<file path="config.mk">
export PLATFORM = sky130hd
export DESIGN_NAME = ic_7483
export DESIGN_NICKNAME = d
export VERILOG_FILES = /design/src/rtl/ic_7483.sv
export SDC_FILE = /design/constraint.sdc
export NUM_CORES = 1
export LEC_CHECK = 0
export CAP_MARGIN = 25
export CORE_AREA = 2 2 39 41
export CTS_BUF_LIST = sky130_fd_sc_hd__clkbuf_4 sky130_fd_sc_hd__clkbuf_8 sky130_fd_sc_hd__clkbuf_16
export DETAILED_ROUTE_END_ITERATION = 16
export DIE_AREA = 0 0 41 43
export GPL_TIMING_DRIVEN = 0
export PLACE_DENSITY_LB_ADDON = 0.05
export SYNTH_ARGS = -nofsm -noshare
export SYNTH_HDL_FRONTEND = slang
export SYNTH_SLANG_ARGS = --single-unit
</file>
<file path="constraint.sdc">
create_clock -name clk -period 0.8 [get_ports clk]
set_input_delay 0.16 -clock clk [delete_from_list [all_inputs] [get_ports clk]]
set_output_delay 0.16 -clock clk [all_outputs]
set_load 0.005 [all_outputs]
</file>
<file path="src/rtl/ic_7483.sv">
// rtl/ic_7483.sv - 4-bit carry-lookahead adder with optional registered outputs
module ic_7483 #(
    parameter int REG_OUT = 1
) (
    output logic [3:0] sum,
    output logic       cout,
    input  logic [3:0] a,
    input  logic [3:0] b,
    input  logic       cin,
    input  logic       clk,
    input  logic       rst
);

    logic [3:0] g;
    logic [3:0] p;
    logic [4:0] c;
    logic [3:0] sum_c;

    assign g = a & b;
    assign p = a ^ b;

    // Every carry is a flat sum-of-products of g, p and cin; no carry feeds another.
    assign c[0] = cin;
    assign c[1] = g[0] | (p[0] & cin);
    assign c[2] = g[1] | (p[1] & g[0]) | (p[1] & p[0] & cin);
    assign c[3] = g[2] | (p[2] & g[1]) | (p[2] & p[1] & g[0])
                | (p[2] & p[1] & p[0] & cin);
    assign c[4] = g[3] | (p[3] & g[2]) | (p[3] & p[2] & g[1])
                | (p[3] & p[2] & p[1] & g[0]) | (p[3] & p[2] & p[1] & p[0] & cin);

    assign sum_c = p ^ c[3:0];

    generate
        if (REG_OUT != 0) begin : g_reg
            logic [3:0] sum_q;
            logic       cout_q;

            always_ff @(posedge clk or posedge rst) begin
                if (rst) begin
                    sum_q  <= 4'h0;
                    cout_q <= 1'b0;
                end else begin
                    sum_q  <= sum_c;
                    cout_q <= c[4];
                end
            end

            assign sum  = sum_q;
            assign cout = cout_q;
        end else begin : g_comb
            // clk and rst are kept only so the port list is the same in both builds.
            logic unused_clk_rst;
            assign unused_clk_rst = clk ^ rst;
            assign sum  = sum_c;
            assign cout = c[4];
        end
    endgenerate

endmodule

</file>
==> impl_metrics.json, run 1 <==
{
  "status": "finished, violations left",
  "violations": "negative setup slack",
  "hold_path_class": "in -> async",
  "crit_path_end_kind": "register",
  "cts_tree": "done",
  "worstPathCellList": "buf_8 -> ha_4 -> a21o_1 -> a31o_1 -> a21o_1",
  "synthArstFlopShare": 1.00,
  "drv_slew": 0,
  "drt-total-wl_um": 585,
  "first_iter_violations": 2,
  "cpPeakStageDelay_ns": 0.22,
  "die_area_um2": 1760,
  "syn-num-nets": 39,
  "num_vias": 231,
  "critical_path_class": "in -> reg",
  "grt_pass1_vias": 231,
  "power_density_nw_per_um2": 1680,
  "drcViolationCount": 0,
  "placed_cell_area_um2": 482,
  "cp_top_family": "compound AO/OA/AOI/OAI gates",
  "p_leak_nw": 0.263,
  "core_um2": 1380,
  "required_ns": 0.92,
  "hold_viol": 0,
  "slew_headroom": 0.886,
  "crit_start": "b[0]",
  "start_kind": "primary input",
  "syn_area_um2": 277,
  "min_period_over_period": 1.11,
  "synth-seq-cells": 5,
  "synth_top_cell_by_area": "dfrtp_1",
  "area_growth_pct": 85.1,
  "die_x_um": 41,
  "slowest_stage": "ha_4",
  "cts.clk_slew.worst_paths_ns": 0.04,
  "root_buffer": "clkbuf_4",
  "fin_area_um2": 512,
  "dp_hpwl_um": 459,
  "num_rows": 14,
  "synth_common_cells": "dfrtp_1, inv_1, ha_1, a21o_1, xnor2_1",
  "viasPerCell": 3.92,
  "initial_core_util": 0.200,
  "grt_pass1_wl_um": 834,
  "cpMostUsedCell": "a21o_1",
  "gp_congestion": 0.609,
  "maxCapViolations": 0,
  "post_drt_wl_per_cell_um": 9.92,
  "cts_max_path_buffers": 2,
  "overflow": 0,
  "rsz0062_at_grt": "true",
  "nets": 60,
  "antenna_left": 0,
  "synth_area_leaders": "dfrtp_1, ha_1, a21o_1, fa_1, inv_1",
  "ys.flop_type": "dfrtp_1",
  "worstMarginPinSlew_ns": 0.171,
  "htreeDepth": 1,
  "hold_slack_ns": 0.117,
  "drive_above_1_share": 0.535,
  "pin_count": 16,
  "power_mw": 0.860,
  "yosysTopAreaCellShare": 0.452,
  "track_usage": 0.0768,
  "die_h_um": 43,
  "synth-seq-area-share": 0.452,
  "path_buf_inv": 1,
  "fin_crit_ns": 0.892,
  "first_pass_iters": 2,
  "io_buffers": 15,
  "path_max_fanout": 2,
  "num_antenna_cells": 0,
  "arrival_ns": 1.01,
  "hold_buffers": 0,
  "worst_ir_drop_vdd_mv": 0.454,
  "numCtsBuffers": 3,
  "nFillCells": 151,
  "synth-edff-count": 0,
  "ys.warnings.count": 0,
  "fin_ws_ns": -0.0920,
  "synth_cells": 23,
  "avgSynthCellArea_um2": 12.0,
  "fmax_mhz": 1120,
  "grt_max_degree": 6,
  "antenna_found_initial": 0,
  "cts.sinks": 5,
  "synth_cell_type_count": 9,
  "setup_viol": 8
}
[flip-flops by register name, indices dropped and copies added, names as in the netlist]
register / count
cout: 1
sum: 4
[path summary, 6_finish.rpt]
| path | to | slack, ns | cells past startpoint |
|---|---|---|---|
| max | cout$_DFF_PP0_ | -0.09 | 5 |
| min | sum[0]$_DFF_PP0_ | 0.12 | 2 |
| max in group asynchronous | cout$_DFF_PP0_ | 0.52 | 2 |
| min in group clk | sum[1]$_DFF_PP0_ | 0.28 | 3 |
[what timing repair did]
action | in CTS | in global routing
setup endpoints to repair | 10 | 8
setup buffers | 1 | 0
endpoints found under the hold margin | 0 | 0
pin swaps | 6 | 4
resized for setup | 50 | 7
[metrics by stage]
step,worst slack [ns],TNS [ns],utilization,cells
after floorplan,-0.222,-0.591,-,23
after global placement,-0.796,-4.30,0.348,54
after detailed placement,-0.829,-4.44,0.348,54
after CTS,-0.143,-0.633,0.356,59
after global routing,-0.102,-0.672,0.370,59
final,-0.0920,-0.476,0.370,59
[routing by layer]
layer / part of all wire / global-route usage / up-vias / routed length (um)
met3: 0.082 / 0 / 0 / 48
li1: - / - / 115 / -
met5: 0 / 0 / - / 0
met2: 0.59 / 0.122 / 8 / 347
met1: 0.32 / 0.0623 / 108 / 190
met4: 0 / 0.120 / 0 / 0
[cells by family after synthesis]
kind of cell,count (synthesis),synth area share
compound gates,5,0.131
fa+ha+maj,5,0.253
buf+inv,5,0.0679
xor+xnor,3,0.0950
flops,5,0.452
[area by class of cell]
cell class	count	area (um^2)	area share
timing repair buffer	16	125	0.244
sequential	5	125	0.244
clock buffer	4	30.0	0.0587
tap	16	20.0	0.0391
multi-input combinational	13	185	0.362
inverter	5	26.3	0.0513
[cell usage in the layout, fill, tap and decap left out, drive strengths merged]
cell / n
a21o: 3
dfrtp: 5
xor2: 1
a31o: 1
buf: 11
dlygate4sd2: 1
clkbuf: 6
fa: 1
dlymetal6s2s: 1
xnor2: 2
inv: 5
a21oi: 1
ha: 4
clkdlybuf4s50: 1
[power by group]
group	leakage (nW)	switching (mW)	internal [mW]	total, mW
Combinational	0.185	0.102	0.141	0.242
Sequential	0.0587	0.00773	0.297	0.305
Clock	0.0184	0.0913	0.222	0.313
No activity file was read; power rests on OpenSTA's default activity.
==> run 2: changes to the inputs <==
Settings changed: CELL_PAD_IN_SITES_DETAIL_PLACEMENT from default to 0, CELL_PAD_IN_SITES_GLOBAL_PLACEMENT from default to 1.
==> impl_metrics.json, run 2 (synthesized netlist as in run 1, its figures left out) <==
{
  "initial_core_util": 0.200,
  "num_antenna_cells": 0,
  "path_max_fanout": 2,
  "crit_path_end_kind": "register",
  "critical_path_class": "in -> reg",
  "arrival_ns": 1.00,
  "pin_count": 16,
  "first_pass_iters": 1,
  "num_vias": 226,
  "viasPerCell": 3.83,
  "root_buffer": "clkbuf_4",
  "htreeDepth": 1,
  "hold_viol": 0,
  "final_cell_mix": "buf_2, dfrtp_1, inv_1, ha_4, clkbuf_4",
  "cts.clk_slew.worst_paths_ns": 0.04,
  "grt_pass1_wl_um": 793,
  "cp_top_family": "compound AO/OA/AOI/OAI gates",
  "crit_start": "b[0]",
  "cts_tree": "done",
  "fin_ws_ns": -0.0847,
  "maxCapViolations": 0,
  "power_density_nw_per_um2": 1660,
  "core_um2": 1380,
  "cts_max_path_buffers": 2,
  "min_period_over_period": 1.11,
  "grt_max_degree": 6,
  "hold_slack_ns": 0.126,
  "slew_headroom": 0.880,
  "drt-total-wl_um": 530,
  "io_buffers": 15,
  "dp_hpwl_um": 472,
  "worstPathCellList": "buf_8 -> ha_4 -> a21o_1 -> a31o_1 -> a21o_1",
  "cts.sinks": 5,
  "overflow": 0,
  "start_kind": "primary input",
  "hold_buffers": 0,
  "hold_path_class": "in -> async",
  "fin_crit_ns": 0.885,
  "grt_pass1_vias": 220,
  "worstMarginPinSlew_ns": 0.180,
  "num_rows": 14,
  "rsz0062_at_grt": "true",
  "largest_register_ffs": 4,
  "fmax_mhz": 1130,
  "status": "finished, violations left",
  "post-route-util": 0.367,
  "antenna_found_initial": 0,
  "nets": 60,
  "drcViolationCount": 0,
  "path_buf_inv": 1,
  "violations": "negative setup slack",
  "die_area_um2": 1760,
  "cpMostUsedCell": "a21o_1",
  "crit_end": "cout$_DFF_PP0_",
  "first_iter_violations": 0,
  "final_common_cell": "buf_2",
  "drive_above_1_share": 0.535,
  "p_leak_nw": 0.261,
  "slowest_stage": "ha_4",
  "die_x_um": 41,
  "worst_ir_drop_vdd_mv": 0.396,
  "antenna_left": 0,
  "die_h_um": 43,
  "track_usage": 0.0705,
  "area_growth_pct": 83.7,
  "numCtsBuffers": 3,
  "gp_congestion": 0.576,
  "required_ns": 0.92,
  "setup_viol": 8,
  "drv_slew": 0,
  "crit_cells": 5,
  "cpPeakStageDelay_ns": 0.22,
  "post_drt_wl_per_cell_um": 8.98
}
-- run 2: cell count changes in the layout (fill, tap and decap cells not counted), sizes merged --
cell | previous run | this run
clkbuf | 6 | 5
buf | 11 | 12
-- run 2: what timing repair did --
item / in CTS / in global routing
resized for setup: 50 / 6
buffers inserted: 1 / 0
pin swaps: 6 / 4
endpoints found under the setup margin: 10 / 8
-- run 2: metrics by stage --
stage / setup TNS [ns] / instance area [um^2] / worst slack (ns) / total power, mW / std cells
after global routing: -0.697 / 508 / -0.110 / 0.906 / 59
after floorplan: -0.591 / 312 / -0.222 / 0.416 / 23
after CTS: -0.613 / 494 / -0.142 / 0.858 / 59
final: -0.451 / 508 / -0.0847 / 0.844 / 59
after global placement: -4.32 / 482 / -0.797 / 0.577 / 54
after detailed placement: -4.43 / 482 / -0.831 / 0.581 / 54
-- run 2: cell type report --
type                            instances  area, um^2
Tap cell                               16        20.0
Sequential cell                         5         125
Clock buffer                            4        30.0
Inverter                                5        26.3
Multi-Input combinational cell         13         185
Fill cell                             144         876
Timing Repair Buffer                   16         121
-- run 2: per-layer routing --
metal | global-route usage | share of wire | routed length, um | vias up
li1 | - | - | - | 116
met5 | 0 | 0 | 0 | -
met3 | 0.0157 | 0.11 | 60 | 0
met1 | 0.0617 | 0.34 | 181 | 101
met2 | 0.113 | 0.54 | 287 | 9
met4 | 0.0800 | 0 | 0 | 0
-- run 2: worst min path at each step --
stage	from	end	slack (ns)	cells past startpoint
floorplan	rst	cout$_DFF_PP0_	-0.06	1
detailed placement	rst	sum[0]$_DFF_PP0_	0.38	2
CTS	rst	sum[0]$_DFF_PP0_	0.13	2
global placement	rst	sum[0]$_DFF_PP0_	0.37	2
finish	rst	sum[0]$_DFF_PP0_	0.13	2
global route	rst	sum[0]$_DFF_PP0_	0.17	2
-- run 2: report_power, final --
part	internal (mW)	switching, mW
Clock	0.221	0.0840
Combinational	0.136	0.0972
Sequential	0.298	0.00803
Total	0.655	0.189
